$ cat src/rtl/lsu_pkg.sv
// Shared definitions for the byte-serial load/store unit.
//   - Load / Store size encodings used by the pipeline MEM stage
//   - FSM state type for the transfer controller
//   - beat_count(): number of byte beats a request needs
package lsu_pkg;

  localparam logic [2:0] LD_B  = 3'b000;
  localparam logic [2:0] LD_BU = 3'b001;
  localparam logic [2:0] LD_H  = 3'b010;
  localparam logic [2:0] LD_HU = 3'b011;
  localparam logic [2:0] LD_W  = 3'b100;

  localparam logic [1:0] ST_B = 2'b00;
  localparam logic [1:0] ST_H = 2'b01;
  localparam logic [1:0] ST_W = 2'b10;

  typedef enum logic [1:0] {
    S_IDLE = 2'd0,
    S_XFER = 2'd1,
    S_FIN  = 2'd2
  } state_t;

  // Unlisted encodings fall back to a full word.
  function automatic logic [2:0] beat_count(input logic       is_store,
                                            input logic [2:0] load,
                                            input logic [1:0] store);
    logic [2:0] n;
    n = 3'd4;
    if (is_store) begin
      case (store)
        ST_B:    n = 3'd1;
        ST_H:    n = 3'd2;
        default: n = 3'd4;
      endcase
    end else begin
      case (load)
        LD_B, LD_BU: n = 3'd1;
        LD_H, LD_HU: n = 3'd2;
        default:     n = 3'd4;
      endcase
    end
    return n;
  endfunction

endpackage

$ cat src/rtl/lsu_load_extend.sv
// Combinational sign/zero extension of an assembled load value.
// Ports:
//   assembled  in  32  little-endian bytes gathered from the memory port
//   load       in  3   load encoding (lb, lbu, lh, lhu, lw; others = lw)
//   data_out   out 32  extended load result
module lsu_load_extend
  import lsu_pkg::*;
(
  input  logic [31:0] assembled,
  input  logic [2:0]  load,
  output logic [31:0] data_out
);

  always_comb begin
    // NOTE: every combinational output gets a default first so no path
    // leaves it unassigned, which would otherwise infer a latch.
    data_out = assembled;
    case (load)
      LD_B:    data_out = {{24{assembled[7]}}, assembled[7:0]};
      LD_BU:   data_out = {24'd0, assembled[7:0]};
      LD_H:    data_out = {{16{assembled[15]}}, assembled[15:0]};
      LD_HU:   data_out = {16'd0, assembled[15:0]};
      default: data_out = assembled;
    endcase
  end

endmodule

$ cat src/rtl/lsu_byte_master.sv
// CPU-side load/store initiator for the MEM stage. Each accepted request is
// split into little-endian byte beats on an acknowledged byte-wide port.
// Loads are assembled and extended; stores report DataOut = 0. A beat that
// sees no ack for TIMEOUT cycles aborts the transfer with a one-cycle err.
// Ports:
//   clk, rst              clock, asynchronous active-high reset
//   req_valid, mRD, mWR   request strobe, load / store (store wins)
//   DAddr, DataIn         byte address, store data
//   Load, Store           size encodings (see lsu_pkg)
//   busy                  high while beats are in flight (pipeline stall)
//   done, err             one-cycle completion / timeout pulses
//   DataOut               load result, held between completions
//   mem_addr, mem_wdata   beat address and write byte
//   mem_re, mem_we        beat read / write request
//   mem_rdata, mem_ack    read byte and beat acknowledge
module lsu_byte_master
  import lsu_pkg::*;
#(
  parameter int TIMEOUT = 16,
  parameter int CNT_W   = 8
) (
  input  logic        clk,
  input  logic        rst,
  input  logic        req_valid,
  input  logic        mRD,
  input  logic        mWR,
  input  logic [31:0] DAddr,
  input  logic [31:0] DataIn,
  input  logic [2:0]  Load,
  input  logic [1:0]  Store,
  output logic        busy,
  output logic        done,
  output logic        err,
  output logic [31:0] DataOut,
  output logic [31:0] mem_addr,
  output logic [7:0]  mem_wdata,
  output logic        mem_re,
  output logic        mem_we,
  input  logic [7:0]  mem_rdata,
  input  logic        mem_ack
);

  state_t            state_q, state_d;
  logic [31:0]       addr_q;
  logic [31:0]       data_q;
  logic [31:0]       asm_q;
  logic [31:0]       asm_next;
  logic [31:0]       ext_value;
  logic [31:0]       data_out_q;
  logic [2:0]        n_q;
  logic [2:0]        load_q;
  logic [2:0]        idx_q;
  logic              wr_q;
  logic              err_q;
  logic [CNT_W-1:0]  wait_q;

  logic       accept;
  logic       last_beat;
  logic       timeout;
  logic [4:0] lane;

  assign accept    = (state_q == S_IDLE) && req_valid && (mRD || mWR);
  assign last_beat = (idx_q == n_q - 3'd1);
  assign timeout   = (state_q == S_XFER) && !mem_ack &&
                     (wait_q == CNT_W'(TIMEOUT - 1));
  assign lane      = {idx_q[1:0], 3'b000};

  // Assembly including the byte arriving this cycle, so the final beat's
  // data is already extended when the FIN cycle presents DataOut.
  always_comb begin
    asm_next = asm_q;
    asm_next[lane +: 8] = mem_rdata;
  end

  lsu_load_extend u_extend (
    .assembled (asm_next),
    .load      (load_q),
    .data_out  (ext_value)
  );

  // State register
  always_ff @(posedge clk or posedge rst) begin
    if (rst) begin
      state_q <= S_IDLE;
    end else begin
      // NOTE: registered state uses non-blocking assignments so every flop
      // samples pre-edge values regardless of statement order.
      state_q <= state_d;
    end
  end

  // Next state and beat-port outputs
  always_comb begin
    state_d   = state_q;
    busy      = 1'b0;
    done      = 1'b0;
    mem_re    = 1'b0;
    mem_we    = 1'b0;
    mem_addr  = 32'd0;
    mem_wdata = 8'd0;
    case (state_q)
      S_IDLE: begin
        if (accept) state_d = S_XFER;
      end
      S_XFER: begin
        busy      = 1'b1;
        mem_addr  = addr_q + 32'(idx_q);  // wraps modulo 2^32
        mem_re    = !wr_q;
        mem_we    = wr_q;
        mem_wdata = wr_q ? data_q[lane +: 8] : 8'd0;
        if (mem_ack && last_beat) state_d = S_FIN;
        else if (timeout)         state_d = S_IDLE;
      end
      S_FIN: begin
        done    = 1'b1;
        state_d = S_IDLE;
      end
      default: state_d = S_IDLE;
    endcase
  end

  // Request capture, beat sequencing, wait counter and result register
  always_ff @(posedge clk or posedge rst) begin
    if (rst) begin
      addr_q     <= 32'd0;
      data_q     <= 32'd0;
      asm_q      <= 32'd0;
      data_out_q <= 32'd0;
      n_q        <= 3'd0;
      load_q     <= 3'd0;
      idx_q      <= 3'd0;
      wr_q       <= 1'b0;
      err_q      <= 1'b0;
      wait_q     <= '0;
    end else begin
      err_q <= timeout;
      if (accept) begin
        addr_q <= DAddr;
        data_q <= DataIn;
        wr_q   <= mWR;
        load_q <= Load;
        n_q    <= beat_count(mWR, Load, Store);
        idx_q  <= 3'd0;
        wait_q <= '0;
        asm_q  <= 32'd0;
      end else if (state_q == S_XFER) begin
        if (mem_ack) begin
          idx_q  <= idx_q + 3'd1;
          wait_q <= '0;
          asm_q  <= asm_next;
          if (last_beat) data_out_q <= wr_q ? 32'd0 : ext_value;
        end else if (timeout) begin
          wait_q <= '0;
        end else begin
          wait_q <= wait_q + 1'b1;
        end
      end
    end
  end

  assign err     = err_q;
  assign DataOut = data_out_q;

endmodule
$ cat config.mk
export PLATFORM = sky130hd
export DESIGN_NAME = lsu_byte_master
export DESIGN_NICKNAME = d
export VERILOG_FILES = /design/src/rtl/lsu_pkg.sv /design/src/rtl/lsu_load_extend.sv /design/src/rtl/lsu_byte_master.sv
export SDC_FILE = /design/constraint.sdc
export NUM_CORES = 1
export LEC_CHECK = 0
export ABC_AREA = 1
export CORE_ASPECT_RATIO = 0.75
export CORE_MARGIN = 10
export CORE_UTILIZATION = 53
export DETAILED_ROUTE_END_ITERATION = 8
export MAX_ROUTING_LAYER = met4
export PLACE_DENSITY = 0.79
export SYNTH_ARGS = -nofsm -noshare
export SYNTH_HDL_FRONTEND = slang
export SYNTH_SLANG_ARGS = --single-unit
$ cat constraint.sdc
create_clock -name clk -period 5.9 [get_ports clk]
set_input_delay 1.18 -clock clk [delete_from_list [all_inputs] [get_ports clk]]
set_output_delay 1.18 -clock clk [all_outputs]
set_load 0.1 [all_outputs]
Word level (Yosys, flattened, before mapping). Cells that the tools add are included.

Shift-type cells: 3. Bitwise operators: 1. Eq/ne operators: 13. Reductions and logical operators: 19. $add $sub $neg: 5. Muxes and demuxes: 27.

Operators with widths (number): two-way mux 32 bit (5); case mux 32 bit (4 select lines) (1); two-way mux 8 bit (6); adder 32 x 3 -> 32 bit (1); bitwise mux 32 bit (1); variable shift 8 x 7 -> 32 bit (first input constant) (1); variable part select 32 x 6 -> 8 bit (1); variable part select 8 x 7 -> 32 bit (1); equality test 3 x 2 -> 1 bit (second input constant) (4); two-way mux 3 bit (4); case mux 3 bit (2 select lines) (2); adder 8 x 1 -> 8 bit (second input constant) (1); equality test 8 x 4 -> 1 bit (second input constant) (1); negator 5 -> 7 bit (1); equality test 3 x 1 -> 1 bit (second input constant) (2); logical NOT 3 bit (2); two-way mux 2 bit (3); logical AND 1 bit (5); equality test 2 x 1 -> 1 bit (second input constant) (2); logical NOT 2 bit (2); two-way mux 1 bit (4); case mux 2 bit (2 select lines) (1); AND reduction 2 bit (2); AND reduction 4 bit (1); other kinds (11) (14).

Output and inout port bits: 77. Bits in registers: 149. Word-level logic and storage cells: 79.

Longest topological paths before layout. Gate-level depths: netlist of run 1.

Word-level depth: 7. Gate-level depth with buffers: 14. Mapped depth without buffers: 11.

Modules after synthesis. Synthesis of run 1 repeated with hierarchy kept, for this count alone.

Cells, all modules: 1146. Area total of the unflattened synthesis: 8239.2 um^2.

Modules (own cells, without submodules): lsu_byte_master (instances 1, cells each 1076, sequential area each 3728.6 um^2, area each 7850.0 um^2); lsu_load_extend (instances 1, cells each 70, sequential area each 0.0 um^2, area each 389.1 um^2).

Worst setup path before layout of run 1. No wires, ideal clock.

Kind: flip-flop to output port. From: reg idx_q[0]. To: out mem_addr[4]. Arrival time: 3442 ps. Path slack: 1278 ps. Stages on the path, launching flop included: 8. Path through: dfrtp_1 > ha_1 > fa_1 > nand2_1 > nand2_1 > nand2_1 > nor2_1 > nor3_1.

Word-level cells in the longest chain between the ends: 2.

RTL lines: start: declaration (RTL line lsu_byte_master.sv:52) `logic [2:0] idx_q;`; start signal: assignment (RTL line lsu_byte_master.sv:148) `idx_q <= idx_q + 3'd1;`; adder 32 x 3 -> 32 bit (RTL line lsu_byte_master.sv:107) `mem_addr = addr_q + 32'(idx_q);`; two-way mux 32 bit (RTL line lsu_byte_master.sv:101) `case (state_q)`; end: declaration (RTL line lsu_byte_master.sv:35) `output logic [31:0] mem_addr,`.

Every way passes these cells.

Worst setup path after layout of run 1.
From: reg idx_q[1]. To: out mem_addr[7].

Same word-level chain as after synthesis.

==> results.json, run 1 <==
{
  "run_status": "finished clean",
  "grt_overflow": 0,
  "postCtsHoldBufs": 0,
  "grt_setup_unrepaired": "no",
  "grt_first_pass_wirelength_um": 41030,
  "grt_use_met3_pct": 6.675,
  "synth_nets": 1254,
  "grt_max_degree": 72,
  "ys_seq_area_share_pct": 45.64,
  "yosysWarnings": 0,
  "finClkSkew_ps": 8.937,
  "io_buffers": 159,
  "yosys-top-cells-count": "nand2_1, nor2_1, dfrtp_1",
  "worst-setup-path-type": "reg2out",
  "maxSlewViolCount": 0,
  "clk_latency_ps": 430,
  "p_per_area_nw_per_um2": 660.9,
  "grt_usage_pct": 25.67,
  "gp_congestion": 1.018,
  "synthFlopType": "dfrtp_1",
  "min_to": "data_q[10]$_DFFE_PP0P_",
  "drtAntennaViolNets": 0,
  "crit_path_start_kind": "flop",
  "min_period_over_period_pct": 78.31,
  "max_freq_mhz": 216.4,
  "post-route-min-period_ps": 4620,
  "synth_edf_count": 0,
  "setup_viol": 0,
  "cp.required_ps": 4720,
  "die_h_um": 127.5,
  "dr.pass1.iters": 7,
  "crit_path_max_incr_delay_ps": 1180,
  "synth_top_area_share_pct": 45.64,
  "cp.depth": 7,
  "die_w_um": 163.4,
  "wl_per_cell_um": 16.96,
  "cts_tree": "built",
  "ys_top_cells_by_area": "dfrtp_1, nand2_1, nor2_1",
  "drt-total-wl_um": 25780,
  "hold_viol": 0,
  "reg2reg_from": "idx_q[1]$_DFFE_PP0P_",
  "cts_setup_buffers": 0,
  "grt_pass1_vias": 7469,
  "place_hpwl_um": 19430,
  "cts_resized": 0,
  "num-nets-final": 1397,
  "peakVddDrop_v": 0.0005080,
  "start_util_pct": 53.83,
  "synth_top_cell_by_area": "dfrtp_1",
  "drtIter0Drc": 958,
  "arrival_ps": 3440,
  "hold_class": "reg2reg",
  "grt_util_met2_pct": 33.38,
  "antennaDiodeCount": 0,
  "hp-start": "data_q[10]$_DFFE_PP0P_",
  "syn_to_final_growth_pct": 26.85,
  "finalCoreUtilization_pct": 68.28,
  "core_um2": 15180,
  "reg2reg_slack_ps": 3380,
  "yosysMostFrequentCell": "nand2_1",
  "cts_inserted_buffers": 17,
  "via_count": 7979,
  "antenna_found_initial": 0,
  "cap_violations": 0,
  "cp_slowest_cell": "clkdlybuf4s50_1",
  "synth.cell_area_um2": 8169,
  "fp-row-count": 39,
  "timing.rr.end": "DataOut[27]$_DFFE_PP0P_",
  "async_flop_share_pct": 100.0,
  "path_cells": "ha_1 > nand3_1 > nand3_1 > nand2_1 > o21ai_0 > a21oi_1 > clkdlybuf4s50_1",
  "clk_pin_slew_worst_paths_ps": 70,
  "finalSetupTns_ps": 0,
  "root_buffer": "clkbuf_16",
  "cp_common_cell": "nand3_1",
  "p_leak_nw": 4.983,
  "end_kind": "output port",
  "worstMarginPinSlew_ps": 1020,
  "cp_max_fo": 15,
  "ctsLongestPathBuffers": 2,
  "clkSinkCount": 149,
  "top_usage_layer": "met1",
  "via_per_inst": 5.249,
  "reg2reg_depth": 9,
  "htreeDepth": 4,
  "holdPathStages": 2,
  "crit_family": "buffers and inverters",
  "die_area_um2": 20830,
  "synth_area_per_cell_um2": 7.048,
  "synth_cell_type_count": 35,
  "drive_above_1_share_pct": 6.388,
  "maxSlewHeadroom_pct": 31.77,
  "cp_num_buf_inv": 1,
  "synth_seq_cells": 149,
  "drc_errors": 0,
  "use_met1_pct": 38.35,
  "ios": 160,
  "netlist_instances": 1159
}
layer usage:
layer | vias up | wire length (um) | share of wire, %
met2 | 324 | 10340 | 40
met4 | 0 | 318 | 1.2
met1 | 3728 | 12900 | 50
met3 | 24 | 2218 | 8.6
met5 | - | 0 | 0
li1 | 3903 | - | -
where the power goes:
group	switching (mW)	leakage (nW)	internal (mW)	total [mW]
Clock	0.469	0.254	0.548	1.02
Combinational	3.14	2.79	0.943	4.08
Sequential	0.316	1.94	1.44	1.75
Total	3.92	4.98	2.93	6.85
how the worst max path moves through the flow:
stage | slack (ps) | to | start
finish | 1280 | mem_addr[7] | idx_q[1]$_DFFE_PP0P_
global route | 1080 | mem_addr[7] | idx_q[1]$_DFFE_PP0P_
CTS | 1290 | mem_addr[7] | idx_q[1]$_DFFE_PP0P_
detailed placement | 1770 | mem_addr[7] | idx_q[1]$_DFFE_PP0P_
global placement | 1760 | mem_addr[7] | idx_q[1]$_DFFE_PP0P_
floorplan | 710 | DataOut[0]$_DFFE_PP0P_ | rst
registers in the layout (all words and copies together) (netlist names), 2 cells and up:
| signal | cells |
|---|---|
| idx_q | 3 |
| n_q | 3 |
| data_q | 32 |
| wait_q | 8 |
| addr_q | 32 |
| asm_q | 32 |
| load_q | 3 |
| DataOut | 32 |
| state_q | 2 |
kinds of logic after synthesis:
group	Yosys count	share of synthesized area (%)
adder cells (fa/ha/maj)	12	1.930
AO/OA/AOI/OAI	163	10.58
buffers and inverters	161	8.286
AND/OR/NAND/NOR	668	32.91
flip-flops	149	45.64
XOR/XNOR	6	0.6433
worst reg2reg max path, cell delays in order, from the launching register on:
cell and delay (ps):
dfrtp_1 710, inv_2 280, ha_1 400, nor2_1 290, nand2_1 130, o21ai_0 290
nor2_1 100, nor2_1 130, nand2_1 70, nand2_1 60
placed cells by master (no fill, tap or decap), types with 2 or more instances in the layout:
cell type and n:
nand3_4 2, a21oi_1 19, o21ai_0 109, ha_1 11
xor2_1 6, nand4_1 6, inv_2 8, nor3_1 7
inv_6 5, buf_4 22, nor2_1 163, clkinvlp_4 5
nand2_4 2, inv_1 107, clkdlybuf4s50_1 145, clkbuf_16 17
dfrtp_1 149, o21ai_1 13, nand3_2 3, nand2_2 4
o22ai_1 17, nor2_4 2, nand2_1 430, clkinv_4 2
nand3_1 43, inv_8 2, nor2_2 3
final cells by class:
cell class	count	area (um^2)
inverters	118	450.4
clock inverters	14	117.6
multi-input cells	849	3764
flip-flops and latches	149	3729
well taps	205	256.5
repair buffers	167	1617
clock buffers	18	429.2
fillers	1325	4813
per-stage QoR:
step	hold slack, ps	total power [mW]	instance area [um^2]	cells	setup WS (ps)
4_1_cts	478.2	6.850	10360	1520	1292
2_1_floorplan	443.6	4.825	8169	1159	712.0
3_5_place_dp	460.1	5.817	9816	1488	1768
5_1_grt	491.1	7.247	10360	1520	1083
6_report	477.1	6.848	10360	1520	1280
3_3_place_gp	456.3	5.784	9816	1488	1760
Power figures use the tool's default switching activity.
==> run 2, diff against run 1 <==
==> constraint.sdc (replaced) <==
create_clock -name clk -period 4.6 [get_ports clk]
set_input_delay 0.92 -clock clk [delete_from_list [all_inputs] [get_ports clk]]
set_output_delay 0.92 -clock clk [all_outputs]
set_load 0.1 [all_outputs]
==> results.json, run 2 (synthesis gave the netlist of run 1 again) <==
{
  "antennaDiodeCount": 0,
  "design_area_um2": 10370,
  "cp-endpoint": "mem_addr[28]",
  "finClkSkew_ps": 8.964,
  "arrival_ps": 2730,
  "via_per_inst": 5.305,
  "dpl_worst_slack_ps": 1448,
  "clk_pin_slew_worst_paths_ps": 60,
  "drtAntennaViolNets": 0,
  "ios": 160,
  "die_w_um": 163.4,
  "htreeDepth": 4,
  "crit_path_max_incr_delay_ps": 730,
  "hold_class": "reg2reg",
  "drive_above_1_share_pct": 8.314,
  "core_um2": 15180,
  "drc_errors": 0,
  "reg2reg_slack_ps": 2050,
  "worst-setup-path-type": "reg2out",
  "finalCoreUtilization_pct": 68.36,
  "hp-start": "DataOut[16]$_DFFE_PP0P_",
  "fin_ws_ps": 947.2,
  "place_area_um2": 9752,
  "peakVddDrop_v": 0.0006502,
  "die_area_um2": 20830,
  "p_per_area_nw_per_um2": 857.3,
  "min_period_over_period_pct": 79.41,
  "gp_congestion": 1.053,
  "cts_tree": "built",
  "cp-startpoint": "idx_q[1]$_DFFE_PP0P_",
  "fill_cells": 1334,
  "cp_common_cell": "nand2_1",
  "cts_resized": 0,
  "grt_first_pass_wirelength_um": 39790,
  "root_buffer": "clkbuf_16",
  "crit_path_start_kind": "flop",
  "post-route-min-period_ps": 3653,
  "path_cells": "fa_1 > nand2_1 > nand2_1 > nand2_1 > nor2_1 > nand2_1 > nand2_1 > nand2_1 > nor2_1 > buf_4",
  "clkSinkCount": 149,
  "finalSetupTns_ps": 0,
  "postCtsHoldBufs": 0,
  "io_buffers": 159,
  "ctsLongestPathBuffers": 2,
  "grt_usage_pct": 24.43,
  "fin_cells": 1516,
  "via_count": 8042,
  "hold_viol": 0,
  "dp_cells": 1486,
  "dr.pass1.iters": 6,
  "layout_common_cells": "nand2_1, nor2_1, dfrtp_1, clkdlybuf4s50_1, o21ai_0",
  "timing.rr.end": "DataOut[23]$_DFFE_PP0P_",
  "place_hpwl_um": 18210,
  "cap_violations": 0,
  "syn_to_final_growth_pct": 26.99,
  "start_util_pct": 53.83,
  "drtIter0Drc": 957,
  "grt_max_degree": 115,
  "cp_slowest_cell": "dfrtp_1",
  "p_leak_nw": 5.074,
  "report.power.total_mw": 8.893,
  "wl_per_cell_um": 16.36,
  "timing.hold.ws_ps": 474.7,
  "reg2reg_depth": 10,
  "fp-row-count": 39,
  "drt-total-wl_um": 24810,
  "grt_overflow": 0,
  "clk_latency_ps": 430,
  "cp_max_fo": 15,
  "setup_viol": 0,
  "grt_setup_unrepaired": "no",
  "maxSlewHeadroom_pct": 33.32,
  "maxSlewViolCount": 0,
  "cts_inserted_buffers": 17,
  "cp.required_ps": 3680,
  "end_kind": "output port",
  "cts_setup_buffers": 0,
  "grt_pass1_vias": 7420,
  "layout_commonest_cell": "nand2_1",
  "max_freq_mhz": 273.8,
  "worstMarginPinSlew_ps": 997.1,
  "num-nets-final": 1395,
  "antenna_found_initial": 0,
  "reg2reg_from": "idx_q[1]$_DFFE_PP0P_",
  "run_status": "finished clean",
  "die_h_um": 127.5
}
## run 2: worst min-delay path by stage
stage / end / depth (start not counted)
2_1_floorplan: data_q[10]$_DFFE_PP0P_ / 2
3_5_place_dp: data_q[12]$_DFFE_PP0P_ / 2
4_1_cts: data_q[31]$_DFFE_PP0P_ / 2
5_1_grt: data_q[10]$_DFFE_PP0P_ / 2
3_3_place_gp: data_q[30]$_DFFE_PP0P_ / 2
6_report: DataOut[16]$_DFFE_PP0P_ / 2
## run 2: layout make-up
class | count | area, um^2 | share of cell area (%)
Tap cell | 205 | 256.5 | 2.473
Multi-Input combinational cell | 849 | 3764 | 36.28
Timing Repair Buffer | 165 | 1554 | 14.98
Inverter | 118 | 449.2 | 4.330
Sequential cell | 149 | 3729 | 35.94
Clock inverter | 9 | 151.4 | 1.459
Clock buffer | 21 | 470.5 | 4.535
## run 2: critical path: cells and delay by family (launching register included)
| family | cells | cell delay [ps] |
|---|---|---|
| flip-flops | 1 | 730 |
| adder cells (fa/ha/maj) | 1 | 340 |
| AND/OR/NAND/NOR | 8 | 920 |
| buffers and inverters | 1 | 290 |
## run 2: routing by layer
metal  track usage (%)  wire, um  up-vias
li1                  -         -     3894
met1             36.90     12060     3715
met2             31.81     10100      402
met3             6.001      2352       31
met4             5.291       286        0
met5                 -         0        -
## run 2: power by group
part / leakage (nW) / internal (mW) / switching (mW) / total, mW
Clock: 0.305 / 0.943 / 0.548 / 1.49
Sequential: 1.94 / 1.84 / 0.392 / 2.24
Combinational: 2.83 / 1.16 / 4.00 / 5.17
==> run 3, diff against run 2 <==
==> constraint.sdc (replaced) <==
create_clock -name clk -period 3.8 [get_ports clk]
set_input_delay 0.76 -clock clk [delete_from_list [all_inputs] [get_ports clk]]
set_output_delay 0.76 -clock clk [all_outputs]
set_load 0.1 [all_outputs]
==> results.json, run 3 (synthesis gave the netlist of run 1 again) <==
{
  "finalSetupTns_ps": 0,
  "cap_violations": 0,
  "antennaDiodeCount": 0,
  "drt-total-wl_um": 26090,
  "antenna_found_initial": 0,
  "grt_setup_unrepaired": "no",
  "cp_common_cell": "nand2_1",
  "p_leak_nw": 5.235,
  "worstMarginPinSlew_ps": 996.5,
  "reg2reg_depth": 9,
  "grt_pass1_vias": 7652,
  "grt_overflow": 0,
  "max_freq_mhz": 282.8,
  "hold_class": "reg2reg",
  "die_area_um2": 20830,
  "cts_setup_buffers": 0,
  "crit_path_start_kind": "flop",
  "drc_errors": 0,
  "peakVddDrop_v": 0.0005333,
  "p_per_area_nw_per_um2": 1058,
  "end_kind": "output port",
  "start_util_pct": 53.83,
  "gp_congestion": 1.002,
  "setup_viol": 0,
  "cp_slowest_cell": "dfrtp_1",
  "worst-setup-path-type": "reg2out",
  "fill_cells": 1185,
  "cts_resized": 0,
  "arrival_ps": 2780,
  "maxSlewHeadroom_pct": 33.36,
  "die_h_um": 127.5,
  "drtIter0Drc": 748,
  "hold_viol": 0,
  "via_per_inst": 5.350,
  "drive_above_1_share_pct": 8.891,
  "via_count": 8137,
  "report.power.total_mw": 11.57,
  "grt_usage_pct": 25.87,
  "htreeDepth": 4,
  "fp-row-count": 39,
  "run_status": "finished clean",
  "core_um2": 15180,
  "wl_per_cell_um": 17.15,
  "multi_input_area_um2": 3779,
  "io_buffers": 159,
  "root_buffer": "clkbuf_16",
  "cts_tree": "built",
  "post-route-min-period_ps": 3536,
  "dr.pass1.iters": 7,
  "clk_latency_ps": 430,
  "postCtsHoldBufs": 0,
  "drtAntennaViolNets": 0,
  "clkSinkCount": 149,
  "grt_max_degree": 66,
  "ios": 160,
  "die_w_um": 163.4,
  "maxSlewViolCount": 0,
  "syn_to_final_growth_pct": 33.93,
  "place_hpwl_um": 19430,
  "layout_common_cells": "nand2_1, nor2_1, dfrtp_1, clkdlybuf4s50_1, o21ai_0",
  "path_cells": "fa_1 > nand2_1 > nand2_1 > nand4_1 > nor2_1 > nand2_1 > nand2_1 > nand2_1 > nor2_1 > buf_12",
  "finClkSkew_ps": 7.652,
  "cp.required_ps": 3040,
  "crit_path_max_incr_delay_ps": 710,
  "cp_max_fo": 15,
  "layout_commonest_cell": "nand2_1",
  "clk_pin_slew_worst_paths_ps": 60,
  "regArea_um2": 3729,
  "holdPathStages": 2,
  "grt_first_pass_wirelength_um": 41650,
  "num-nets-final": 1399,
  "ctsLongestPathBuffers": 2,
  "cts_inserted_buffers": 17,
  "min_period_over_period_pct": 93.05
}
## run 3: cell count changes in the layout (fill, tap and decap cells not counted), sizes merged
cell      delta
inv          +1
clkbuf       -1
bufinv       +1
clkinv       -2
clkinvlp     +2
buf          +4
## run 3: power by group
part           leakage, nW  internal (mW)  switching, mW  total, mW
Combinational         2.99           1.94           5.03       6.96
Sequential            1.94           2.23          0.499       2.73
Clock                0.309           1.20          0.678       1.88
Total                 5.24           5.37           6.20       11.6
## run 3: metrics by stage
| step | hold slack [ps] | util, % | setup slack, ps | cell area, um^2 | instances |
|---|---|---|---|---|---|
| floorplan | 443.6 | - | 123.1 | 8188 | 1159 |
| CTS | 476.2 | 72.09 | 276.8 | 10940 | 1521 |
| global route | 496.1 | 72.09 | 94.45 | 10940 | 1521 |
| detailed placement | 459.9 | 67.77 | 733.6 | 10280 | 1490 |
| global placement | 456.4 | 67.77 | 843.7 | 10280 | 1490 |
| finish | 475.3 | 72.09 | 264.2 | 10940 | 1521 |
## run 3: worst paths after layout
kind	slack [ps]	from	to
max in group asynchronous	2430	rst	addr_q[16]$_DFFE_PP0P_
min reg2reg	480	data_q[14]$_DFFE_PP0P_	data_q[14]$_DFFE_PP0P_
min in group asynchronous	700	rst	asm_q[30]$_DFFE_PP0P_
min	480	data_q[14]$_DFFE_PP0P_	data_q[14]$_DFFE_PP0P_
max	260	idx_q[1]$_DFFE_PP0P_	mem_addr[30]
max reg2reg	1280	idx_q[1]$_DFFE_PP0P_	DataOut[25]$_DFFE_PP0P_
## run 3: cell type report
cell class | count | share of cell area [%]
inverters | 118 | 4.106
clock buffers | 20 | 4.174
flip-flops and latches | 149 | 34.08
well taps | 205 | 2.344
repair buffers | 169 | 18.94
multi-input cells | 849 | 34.54
clock inverters | 11 | 1.818
## run 3: layer usage
layer | global-route usage [%] | vias up | share of wire [%]
met1 | 37.45 | 3834 | 48
li1 | - | 3923 | -
met2 | 34.81 | 353 | 41
met3 | 7.060 | 27 | 9.7
met4 | 6.402 | 0 | 1.3
met5 | - | - | 0
## run 3: critical path, delay by kind of cell, from the launching register on
kind,cells,cell delay (ps)
simple gates,8,1070
flops,1,710
fa+ha+maj,1,340
buf+inv,1,210
==> edit 1: new RTL, settings of run 3 <==
Encoding of `state_t`: now one-hot (3 bits for 3 states).
--- a/src/rtl/lsu_pkg.sv
+++ b/src/rtl/lsu_pkg.sv
@@ -15,8 +15,8 @@
   localparam logic [1:0] ST_W = 2'b10;
 
-  typedef enum logic [1:0] {
-    S_IDLE = 2'd0,
-    S_XFER = 2'd1,
-    S_FIN  = 2'd2
+  typedef enum logic [2:0] {
+    S_IDLE = 3'b001,
+    S_XFER = 3'b010,
+    S_FIN  = 3'b100
   } state_t;
 
Check against the original RTL: no difference found for any inputs over 4 cycles, from zero or initial values and one cycle with rst high; so few cycles prove little.
==> edit 1 against run 3 <==
- register-to-register slack worse by 90 ps
- first-iteration DRC count is 11% lower
- sequential cell count is 1 higher
- sequential power is 2% lower
- total power is 26% lower
- combinational power is 38% lower
- global-route usage is 1.7 points lower
- maximum frequency is 5.0% higher
- final area is 2.0% lower
- setup slack better by 170 ps
- area after synthesis is 0.54% higher
- wire length is 7.5% lower
- cell count is 2.0% lower
- clock skew is 1.2 ps lower
- critical endpoint is now mem_addr[16]
- largest power group unchanged
- highest routed layer unchanged
==> edit 1: results (changes against run 3) <==
Placement Setup Slack -> 910 ps (was 734 ps)
vias after detailed routing -> 7784 (was 8137)
commonest register cell after synthesis -> dfrtp_1 (unchanged)
DP HPWL -> 17700 µm (was 19400 µm)
Antenna diodes -> 0 (unchanged)
Routed met3 length -> 1810 µm (was 2540 µm)
warnings from Yosys -> 0 (unchanged)
status -> complete, no violations (unchanged)
Synthesized Nets -> 1223 (was 1254)
hold_buf cts -> 0 (unchanged)
initial DRC count -> 669 (was 748)
ys async rst share -> 100% (unchanged)
Peak VDD IR -> 391 µV (was 533 µV)
Final nets -> 1368 (was 1399)
CP max FO -> 4 (was 15)
share of cells above drive strength 1 -> 10.3% (was 8.89%)
Root Buffer -> clkbuf_16 (unchanged)
initial antenna violation count -> 0 (unchanged)
post-synth cell types -> 41 (was 35)
H-tree Lvls -> 4 (unchanged)
largest net degree at the start of global routing -> 57 (was 66)
Filler Cells Inserted -> 1257 (was 1185)
WL met1 -> 11500 µm (was 12500 µm)
First-pass DRT Iterations -> 6 (was 7)
RePlAce Congestion -> 0.970 (was 1.00)
Port-buffer cells -> 159 (unchanged)
global routing met3 resource utilization -> 5.87% (was 7.06%)
Final Skew -> 6.45 ps (was 7.65 ps)
met2 GRT Util -> 34.7% (was 34.8%)
detailed-routed wire length on met2 -> 10500 µm (was 10700 µm)
postcts setup bufs -> 0 (unchanged)
Synth top cells by count -> nand2_1, dfrtp_1, nor2_1 (was nand2_1, nor2_1, dfrtp_1)
routed length per instance -> 16.2 µm (was 17.2 µm)
met1 Use GR -> 33.8% (was 37.4%)
Clk pin slew, worst setup/hold paths -> 70 ps
total CTS buffers -> 17 (unchanged)
Worst-Margin Slew -> 985 ps (was 996 ps)
global-route wire length before repair -> 39400 µm (was 41600 µm)
vias in the first global route -> 7514 (was 7652)
Leak -> 5.21 nW (was 5.24 nW)
synth top area cells -> dfrtp_1, nand2_1, nor2_1 (unchanged)
sequential cell area fraction in the yosys report -> 45.7% (was 45.6%)
data required time of the critical path -> 3040 ps (about the same)
worst-skew pair later-pin latency -> 440 ps
Tot GR Track Use -> 24.2% (was 25.9%)
[edit 1: final timing paths]
| kind | startpoint | slack (ps) | end | cells past startpoint |
|---|---|---|---|---|
| worst max register to register | idx_q[0] | 1190 | DataOut[21] | 12 |
| min in group asynchronous | rst | 780 | addr_q[7] | 2 |
| worst min-delay path | data_q[24] | 480 | data_q[24] | 2 |
| worst min register to register | data_q[24] | 480 | data_q[24] | 2 |
| worst max-delay path | addr_q[0] | 430 | mem_addr[16] | 11 |
| max in group asynchronous | rst | 2320 | DataOut[15] | 3 |
[edit 1: area by class of cell]
cell class	count	area [µm²]	share of cell area, %
clock buffers	18	439	4.10
flip-flops and latches	150	3750	35.0
clock inverters	14	115	1.07
well taps	205	256	2.39
multi-input cells	849	3860	36.1
repair buffers	170	1960	18.3
inverters	85	323	3.01
[edit 1: critical path, cell delays in order (launching register included)]
cell and delay (ps):
dfrtp_1 390, ha_1 230, fa_1 410, nand2_1 80
nand2_1 90, nand2_1 140, inv_1 70, nand2_1 140
nor2_1 70, xor2_1 140, nor2_1 190, buf_12 210
[edit 1: power breakdown]
group	internal [mW]	switching (mW)
combinational	1.24	3.07
clock	0.869	0.748
sequential	2.20	0.464
total	4.31	4.28
[edit 1: metrics by stage]
stage / cells / power (mW) / instance area (µm²)
after floorplan: 1128 / 5.82 / 8220
after detailed placement: 1459 / 6.95 / 10200
after global routing: 1491 / 9.15 / 10700
after global placement: 1459 / 6.88 / 10200
after CTS: 1491 / 8.59 / 10700
final: 1491 / 8.59 / 10700
[edit 1: kinds of logic after synthesis]
family | Yosys count | synth area share [%]
compound gates | 138 | 9.49
xor+xnor | 13 | 1.39
fa+ha+maj | 12 | 1.92
buf+inv | 129 | 7.31
flops | 150 | 45.7
simple gates | 686 | 34.2
==> edit 2: new RTL, config.mk and constraints of run 3 <==
Without the edit above. Change the parameter `CNT_W` from 8 to 12.
--- a/src/rtl/lsu_byte_master.sv
+++ b/src/rtl/lsu_byte_master.sv
@@ -18,5 +18,5 @@
 #(
   parameter int TIMEOUT = 16,
-  parameter int CNT_W   = 8
+  parameter int CNT_W   = 12
 ) (
   input  logic        clk,
Function: no difference found for any inputs over 4 cycles, from zero or initial values and one cycle with rst high; that may be too few to reach the edited logic, so the function may still have changed.
==> edit 2 against run 3 <==
- area after synthesis up 2.5%
- setup slack better by 140 ps
- non-clock buffer count down 3
- synthesized cell count up 3.0%
- sequential cell count up 4
- wire length down 0.63%
- critical path depth up 1
- worst hold slack better by 1.4 ps
- final area down 0.74%
- total power down 2.9%
- clock skew up 1.5 ps
- via count up 2.0%
- clock power down 16%
- largest power group unchanged
- highest routed layer unchanged
==> edit 2: results (changes against run 3) <==
status -> complete, no violations (unchanged)
Data arrival, critical path -> 2640 ps (was 2780 ps)
Tot GR Track Use -> 25.5% (was 25.9%)
Leak -> 5.28 nW (was 5.24 nW)
Vias/cell -> 5.34 (was 5.35)
Slew headroom -> 31.7% (was 33.4%)
share of cells above drive strength 1 -> 8.67% (was 8.89%)
routed length per instance -> 16.7 µm (was 17.2 µm)
Routed met3 length -> 2620 µm (was 2540 µm)
Max Fclk -> 294 MHz (was 283 MHz)
crit path to -> mem_addr[28] (was mem_addr[30])
Peak VDD IR -> 678 µV (was 533 µV)
Hold Startpoint -> data_q[11] (was data_q[14])
CP max FO -> 14 (was 15)
global-route wire length before repair -> 41800 µm (was 41600 µm)
global routing met3 resource utilization -> 7.23% (was 7.06%)
placed cell area -> 10300 µm² (about the same)
reg2reg path depth -> 10 (was 9)
reg-to-reg slack, setup -> 1220 ps (was 1280 ps)
Avg Cell Area, Syn -> 7.01 µm² (was 7.05 µm²)
synth top area cells -> dfrtp_1, nand2_1, nor2_1 (unchanged)
reg2reg end -> DataOut[29] (was DataOut[25])
vias in the first global route -> 7767 (was 7652)
met1 Use GR -> 37.6% (was 37.4%)
Worst R2R Start -> idx_q[0] (was idx_q[1])
Endpoint, Worst Hold -> data_q[11] (was data_q[14])
vias after detailed routing -> 8302 (was 8137)
Placement Setup Slack -> 867 ps (was 734 ps)
Synth top cells by count -> nand2_1, nor2_1, dfrtp_1 (unchanged)
placed cell count -> 1522 (was 1490)
Synth Area in Adders -> 1.88% (was 1.93%)
WL met1 -> 12400 µm (was 12500 µm)
RePlAce Congestion -> 0.990 (was 1.00)
-- edit 2: cell types whose count changed in the layout (fill, tap and decap cells not counted), sizes merged, moves of 2 or more --
| cell | run 3 | this run |
|---|---|---|
| nand2 | 436 | 456 |
| nor2 | 168 | 183 |
| o21ai | 124 | 133 |
| o22ai | 17 | 11 |
| bufinv | 5 | 0 |
| nand3 | 48 | 43 |
| nor3 | 7 | 12 |
| dfrtp | 149 | 153 |
| inv | 117 | 113 |
| buf | 53 | 51 |
| clkbuf | 20 | 18 |
| clkinv | 3 | 5 |
| xnor2 | 0 | 2 |
-- edit 2: layout make-up --
type                       instances  area [µm²]
fill                            1270        4510
multi-input combinational        889        3910
sequential                       153        3830
timing repair buffer             166        1900
clock buffer                      18         429
inverter                         109         420
tap                              205         256
clock inverter                    14         116
-- edit 2: where the power goes --
part           internal, mW  total [mW]  switching (mW)
sequential             2.29        2.73           0.449
combinational          1.82        6.92            5.10
clock                 0.849        1.58           0.730
